==> config.mk <==
export PLATFORM = sky130hd
export DESIGN_NAME = axis_arbiter2
export DESIGN_NICKNAME = d
export VERILOG_FILES = /design/src/rtl/axis_arbiter2.sv
export SDC_FILE = /design/constraint.sdc
export NUM_CORES = 1
export LEC_CHECK = 0
export CELL_PAD_IN_SITES_DETAIL_PLACEMENT = 0
export CELL_PAD_IN_SITES_GLOBAL_PLACEMENT = 1
export CORE_MARGIN = 2
export CORE_UTILIZATION = 38
export CTS_CLUSTER_DIAMETER = 150
export DETAILED_ROUTE_END_ITERATION = 12
export PLACE_DENSITY = 0.84
export SLEW_MARGIN = 5
export SYNTH_ARGS = -nofsm -noshare
export SYNTH_HDL_FRONTEND = slang
export SYNTH_SLANG_ARGS = --single-unit
export TNS_END_PERCENT = 20
==> constraint.sdc <==
create_clock -name clock -period 3.85 [get_ports clock]
set_input_delay 0.385 -clock clock [delete_from_list [all_inputs] [get_ports clock]]
set_output_delay 0.385 -clock clock [all_outputs]
set_load 0.01 [all_outputs]
==> src/rtl/axis_arbiter2.sv <==
// axis_arbiter2: two-input round-robin arbiter for 8-bit AXI-stream bytes.
// A grant covers one burst. The burst ends on ilast, when MAX_BURST bytes
// have been accepted, or after IDLE_TIMEOUT consecutive idle cycles.
// The selected bytes leave through a registered output stage.
// Optional macro AXIS_ARB_TAG_EN: when the granted channel changes, a channel
// tag byte (TAG_BASE | n) is sent before the burst.
module axis_arbiter2 #(
    parameter int unsigned MAX_BURST    = 16,
    parameter int unsigned IDLE_TIMEOUT = 64,
    parameter logic [7:0]  TAG_BASE     = 8'hF0
) (
    input  logic       clock,
    input  logic       resetn,
    input  logic [7:0] idata0,
    input  logic       ivalid0,
    input  logic       ilast0,
    output logic       iready0,
    input  logic [7:0] idata1,
    input  logic       ivalid1,
    input  logic       ilast1,
    output logic       iready1,
    output logic [7:0] odata,
    output logic       ovalid,
    input  logic       oready,
    output logic [1:0] grant
);

`ifdef AXIS_ARB_TAG_EN
    typedef enum logic [2:0] {S_IDLE, S_GRANT0, S_GRANT1, S_TAG0, S_TAG1} state_t;
`else
    typedef enum logic [1:0] {S_IDLE, S_GRANT0, S_GRANT1} state_t;
`endif

    localparam logic [7:0] LP_MAX_BURST = 8'(MAX_BURST);
    localparam logic [7:0] LP_IDLE_TO   = 8'(IDLE_TIMEOUT);

    // Bit 0 of the tag byte carries the channel number, so TAG_BASE must leave it clear.
    if (MAX_BURST < 1 || MAX_BURST > 255 || IDLE_TIMEOUT < 1 || IDLE_TIMEOUT > 255 ||
        TAG_BASE[0] != 1'b0) begin : g_param_check
        $error("axis_arbiter2: parameter out of range");
    end

    state_t     r_state;
    state_t     w_state_nxt;
    logic [7:0] r_odata;
    logic       r_ovalid;
    logic [7:0] r_burst_cnt;
    logic [7:0] r_idle_cnt;
    logic       r_last_ptr;
    logic [7:0] w_burst_nxt;
    logic [7:0] w_idle_nxt;
    logic       w_ptr_nxt;
    logic       w_load;
    logic [7:0] w_load_data;
    logic       w_pick;
    logic       w_out_free;
    logic       w_xfer0;
    logic       w_xfer1;
    logic       w_gch;
    logic       w_gvalid;
    logic       w_glast;
    logic [7:0] w_gdata;
    logic       w_gxfer;
`ifdef AXIS_ARB_TAG_EN
    logic       r_tag_ch;
    logic       r_tag_seen;
    logic       w_tag_ch_nxt;
    logic       w_tag_seen_nxt;
    logic       w_tch;
`endif

    assign w_out_free = !r_ovalid || oready;
    assign iready0    = (r_state == S_GRANT0) && w_out_free;
    assign iready1    = (r_state == S_GRANT1) && w_out_free;
    assign w_xfer0    = ivalid0 && iready0;
    assign w_xfer1    = ivalid1 && iready1;
    assign w_gch      = (r_state == S_GRANT1);
    assign w_gvalid   = w_gch ? ivalid1 : ivalid0;
    assign w_glast    = w_gch ? ilast1 : ilast0;
    assign w_gdata    = w_gch ? idata1 : idata0;
    assign w_gxfer    = w_xfer0 || w_xfer1;
    assign odata      = r_odata;
    assign ovalid     = r_ovalid;
`ifdef AXIS_ARB_TAG_EN
    assign w_tch      = (r_state == S_TAG1);
`endif

    // Next-state, counter and output-load decisions
    always_comb begin
        w_state_nxt = r_state;
        w_burst_nxt = r_burst_cnt;
        w_idle_nxt  = r_idle_cnt;
        w_ptr_nxt   = r_last_ptr;
        w_load      = 1'b0;
        w_load_data = r_odata;
        w_pick      = 1'b0;
`ifdef AXIS_ARB_TAG_EN
        w_tag_ch_nxt   = r_tag_ch;
        w_tag_seen_nxt = r_tag_seen;
`endif
        case (r_state)
            S_IDLE: begin
                // Counters are held at zero so every grant starts from a clean count.
                w_burst_nxt = '0;
                w_idle_nxt  = '0;
                if (ivalid0 || ivalid1) begin
                    w_pick      = (ivalid0 && ivalid1) ? ~r_last_ptr : ivalid1;
                    w_state_nxt = w_pick ? S_GRANT1 : S_GRANT0;
`ifdef AXIS_ARB_TAG_EN
                    if (!r_tag_seen || (r_tag_ch != w_pick)) begin
                        w_state_nxt = w_pick ? S_TAG1 : S_TAG0;
                    end
`endif
                end
            end
            S_GRANT0, S_GRANT1: begin
                if (w_gxfer) begin
                    w_load      = 1'b1;
                    w_load_data = w_gdata;
                    w_idle_nxt  = '0;
                    if (r_burst_cnt != 8'hFF) begin
                        w_burst_nxt = r_burst_cnt + 8'd1;
                    end
                    if (w_glast || (w_burst_nxt == LP_MAX_BURST)) begin
                        w_state_nxt = S_IDLE;
                        w_ptr_nxt   = w_gch;
                    end
                end else if (w_gvalid) begin
                    // Valid but back-pressured: the requester is not idle.
                    w_idle_nxt = '0;
                end else begin
                    if (r_idle_cnt != 8'hFF) begin
                        w_idle_nxt = r_idle_cnt + 8'd1;
                    end
                    if (w_idle_nxt == LP_IDLE_TO) begin
                        w_state_nxt = S_IDLE;
                        w_ptr_nxt   = w_gch;
                    end
                end
            end
`ifdef AXIS_ARB_TAG_EN
            S_TAG0, S_TAG1: begin
                w_burst_nxt = '0;
                w_idle_nxt  = '0;
                if (w_out_free) begin
                    w_load         = 1'b1;
                    w_load_data    = TAG_BASE | {7'b0, w_tch};
                    w_tag_ch_nxt   = w_tch;
                    w_tag_seen_nxt = 1'b1;
                    w_state_nxt    = w_tch ? S_GRANT1 : S_GRANT0;
                end
            end
`endif
            default: begin
                w_state_nxt = S_IDLE;
            end
        endcase
    end

    // Debug grant indication, one-hot per channel currently owning the output
    always_comb begin
        grant = 2'b00;
        case (r_state)
            S_GRANT0: grant = 2'b01;
            S_GRANT1: grant = 2'b10;
`ifdef AXIS_ARB_TAG_EN
            S_TAG0:   grant = 2'b01;
            S_TAG1:   grant = 2'b10;
`endif
            default:  grant = 2'b00;
        endcase
    end

    // State, counters and round-robin pointer
    always_ff @(posedge clock or negedge resetn) begin
        if (!resetn) begin
            r_state     <= S_IDLE;
            r_burst_cnt <= '0;
            r_idle_cnt  <= '0;
            r_last_ptr  <= 1'b1;
`ifdef AXIS_ARB_TAG_EN
            r_tag_ch    <= 1'b0;
            r_tag_seen  <= 1'b0;
`endif
        end else begin
            r_state     <= w_state_nxt;
            r_burst_cnt <= w_burst_nxt;
            r_idle_cnt  <= w_idle_nxt;
            r_last_ptr  <= w_ptr_nxt;
`ifdef AXIS_ARB_TAG_EN
            r_tag_ch    <= w_tag_ch_nxt;
            r_tag_seen  <= w_tag_seen_nxt;
`endif
        end
    end

    // Output register: loads when free, holds while stalled, drains on handshake
    always_ff @(posedge clock or negedge resetn) begin
        if (!resetn) begin
            r_ovalid <= 1'b0;
            r_odata  <= '0;
        end else if (w_load) begin
            r_ovalid <= 1'b1;
            r_odata  <= w_load_data;
        end else if (oready) begin
            r_ovalid <= 1'b0;
        end
    end

endmodule

==> flow_metrics.env <==
export IMPL_status="completed"
export IMPL_syn2layout_area_growth_pct=26.1
export IMPL_rr_worst_depth=8
export IMPL_drv_slew=0
export IMPL_die_w_um=71.7
export IMPL_crit_slowest_cell="or4_1"
export IMPL_synth_nets=232
export IMPL_path_clk_slew_ns=0.10
export IMPL_hp_class="input port to async pin"
export IMPL_critPathMaxFanout=4
export IMPL_grt_max_degree=29
export IMPL_grt_pass1_wl_um=6730
export IMPL_ys_types=43
export IMPL_yosysWarnings=0
export IMPL_cts_resized=0
export IMPL_nets=265
export IMPL_drive_above_1_share_pct=5.11
export IMPL_num_vias=1566
export IMPL_async_flop_share_pct=100
export IMPL_most_common_layout_cells="clkdlybuf4s50_1, dfrtp_1, nand2_1"
export IMPL_hpwlAfterDp_um=2970
export IMPL_yosysSeqAreaShare_pct=40.3
export IMPL_clock_path_buffers=2
export IMPL_portBuffers=35
export IMPL_cts_made_buffers=3
export IMPL_clkLatencyLatePin_ns=0.27
export IMPL_cp_slowest_stage_delay_ns=0.53
export IMPL_p_per_area_mw_per_mm2=552
export IMPL_postRouteWirelength_um=3930
export IMPL_cp_arrival_ns=2.99
export IMPL_start_kind="flop"
export IMPL_ys_flop_type="dfrtp_1"
export IMPL_start_util_pct=39.7
export IMPL_drt_pass1_iter_count=4
export IMPL_hold_viol=0
export IMPL_fin_setup_tns_ns=0
export IMPL_fin_crit_sh_pct=73.5
export IMPL_cts_tree="built"
export IMPL_antenna_found_initial=0
export IMPL_critPathBufInv=1
export IMPL_drtIter0Drc=36
export IMPL_dp_cells=283
export IMPL_numClockSinks=28
export IMPL_synth_edf_count=0
export IMPL_num_rows=24
export IMPL_fin_skew_ns=0.00963
export IMPL_overflow=0
export IMPL_antennaDiodeCount=0
export IMPL_gp_congestion=0.821
export IMPL_synth_area_mm2=0.00174
export IMPL_vias_per_cell=5.46
export IMPL_wl_per_cell_um=13.7
export IMPL_drc=0
export IMPL_finalPower_mw=1.21
export IMPL_crit_required_ns=4.01
export IMPL_fp_dieH_um=71.7
export IMPL_die_area_mm2=0.00514
export IMPL_cts_htree_levels=1
export IMPL_synth_avg_cell_area_um2=8.58
export IMPL_cts_setup_buffers=0
export IMPL_track_usage_pct=16.4
export IMPL_grt_pass1_vias=1506
export IMPL_r2r_end="r_state[0]"
export IMPL_setup_violations=0
export IMPL_worst_pin_slew_ns=0.718
export IMPL_core_mm2=0.00438
export IMPL_crit_type="flop to flop"
export IMPL_min_period_ns=2.83
export IMPL_rsz0062_at_grt="false"
export IMPL_drv_cap=0
export IMPL_maxSlewHeadroom_pct=51.9
export IMPL_path_cells="inv_1 > ha_1 > mux2_4 > or4b_1 > or4_1 > o21ai_0 > o211ai_1 > mux2_2"
export IMPL_power_leakage_nw=0.912
export IMPL_vdd_drop_max_mv=0.326
export IMPL_end_kind="flop"
export IMPL_ant_nets=0
export IMPL_final_common_cell="clkdlybuf4s50_1"
export IMPL_reg2reg_slack_ns=1.02
export IMPL_ys_ff_latch=28
export IMPL_syn_inst=203
export IMPL_path_delay_family="simple AND/OR/NAND/NOR gates"
export IMPL_fillers=423
export IMPL_timing_rr_start="r_state[0]"
export IMPL_io_pins=36
export IMPL_cts_hold_buf=0
export IMPL_cts_root_buffer="clkbuf_8"
export IMPL_final_cells=287
export IMPL_hold_ws_ns=0.480
export IMPL_timing_fmax_mhz=354
[synth_stat cells, types with 2 or more instances]
library cell / count / area, um2
nand3_1: 12 / 60.1
nor2_1: 10 / 37.5
ha_1: 6 / 75.1
and2_1: 3 / 18.8
dfrtp_1: 27 / 676
clkbuf_1: 9 / 33.8
mux2_2: 2 / 22.5
a31oi_1: 3 / 18.8
nand2_1: 23 / 86.3
xor2_1: 2 / 17.5
and3_1: 5 / 31.3
a21oi_1: 22 / 110
o211ai_1: 2 / 15.0
o21ai_0: 22 / 110
or3_1: 2 / 12.5
mux2i_1: 10 / 100
nor3_1: 2 / 10.0
nand4_1: 5 / 31.3
o31ai_1: 5 / 37.5
inv_1: 8 / 30.0
[flip-flops by register name (all words and copies together) (netlist names)]
| register | count |
|---|---|
| odata | 8 |
| r_burst_cnt | 8 |
| r_idle_cnt | 8 |
| r_state | 2 |
| ovalid | 1 |
| r_last_ptr | 1 |
[final cells by class]
type,count,area [um2],share of cell area (%)
Clock buffer,4,55.1,2.51
Inverter,8,30.0,1.37
Multi-Input combinational cell,156,965,43.9
Sequential cell,28,702,31.9
Tap cell,52,65.1,2.96
Timing Repair Buffer,39,380,17.3
[how the worst max path moves through the flow]
stage | from | slack [ns] | cells after the start | end
after floorplan | r_state[0] | 1.13 | 8 | r_last_ptr
after global placement | ivalid1 | 0.90 | 7 | r_last_ptr
after detailed placement | ivalid1 | 0.88 | 7 | r_state[0]
after CTS | r_state[0] | 1.02 | 8 | r_state[0]
after global routing | r_state[0] | 0.92 | 8 | r_state[0]
final | r_state[0] | 1.02 | 8 | r_state[0]
[logic make-up (layout without fill, tap and decap cells)]
| logic type | Yosys count | after routing | synth area share, % |
|---|---|---|---|
| multiplexers | 14 | 14 | 8.55 |
| AND/OR/NAND/NOR | 68 | 68 | 19.2 |
| AO/OA/AOI/OAI | 65 | 65 | 21.8 |
| buffers and inverters | 19 | 51 | 4.31 |
| flip-flops | 28 | 28 | 40.3 |
| XOR/XNOR | 3 | 3 | 1.51 |
| adder cells (fa/ha/maj) | 6 | 6 | 4.31 |
[layer usage]
layer	part of all wire, %	wire length [um]	vias to the layer above	track usage (%)
met5	0	0	-	0
li1	-	-	802	-
met1	43	1710	727	19.9
met3	3.2	125	7	3.80
met2	52	2020	30	28.6
met4	1.7	68	0	5.45
[report_power, final]
group	internal, mW	switching [mW]
sequential	0.369	0.0556
clock	0.0915	0.0882
combinational	0.296	0.312
total	0.756	0.455
[metrics by stage]
step                      util (%)  setup WS (ns)  cell area (um2)
after floorplan                  -           1.13             1740
after global placement        48.9          0.904             2140
after detailed placement      48.9          0.882             2140
after CTS                     50.1           1.02             2200
after global routing          50.1          0.925             2200
final                         50.1           1.02             2200
(Power assumes the default switching activity.)
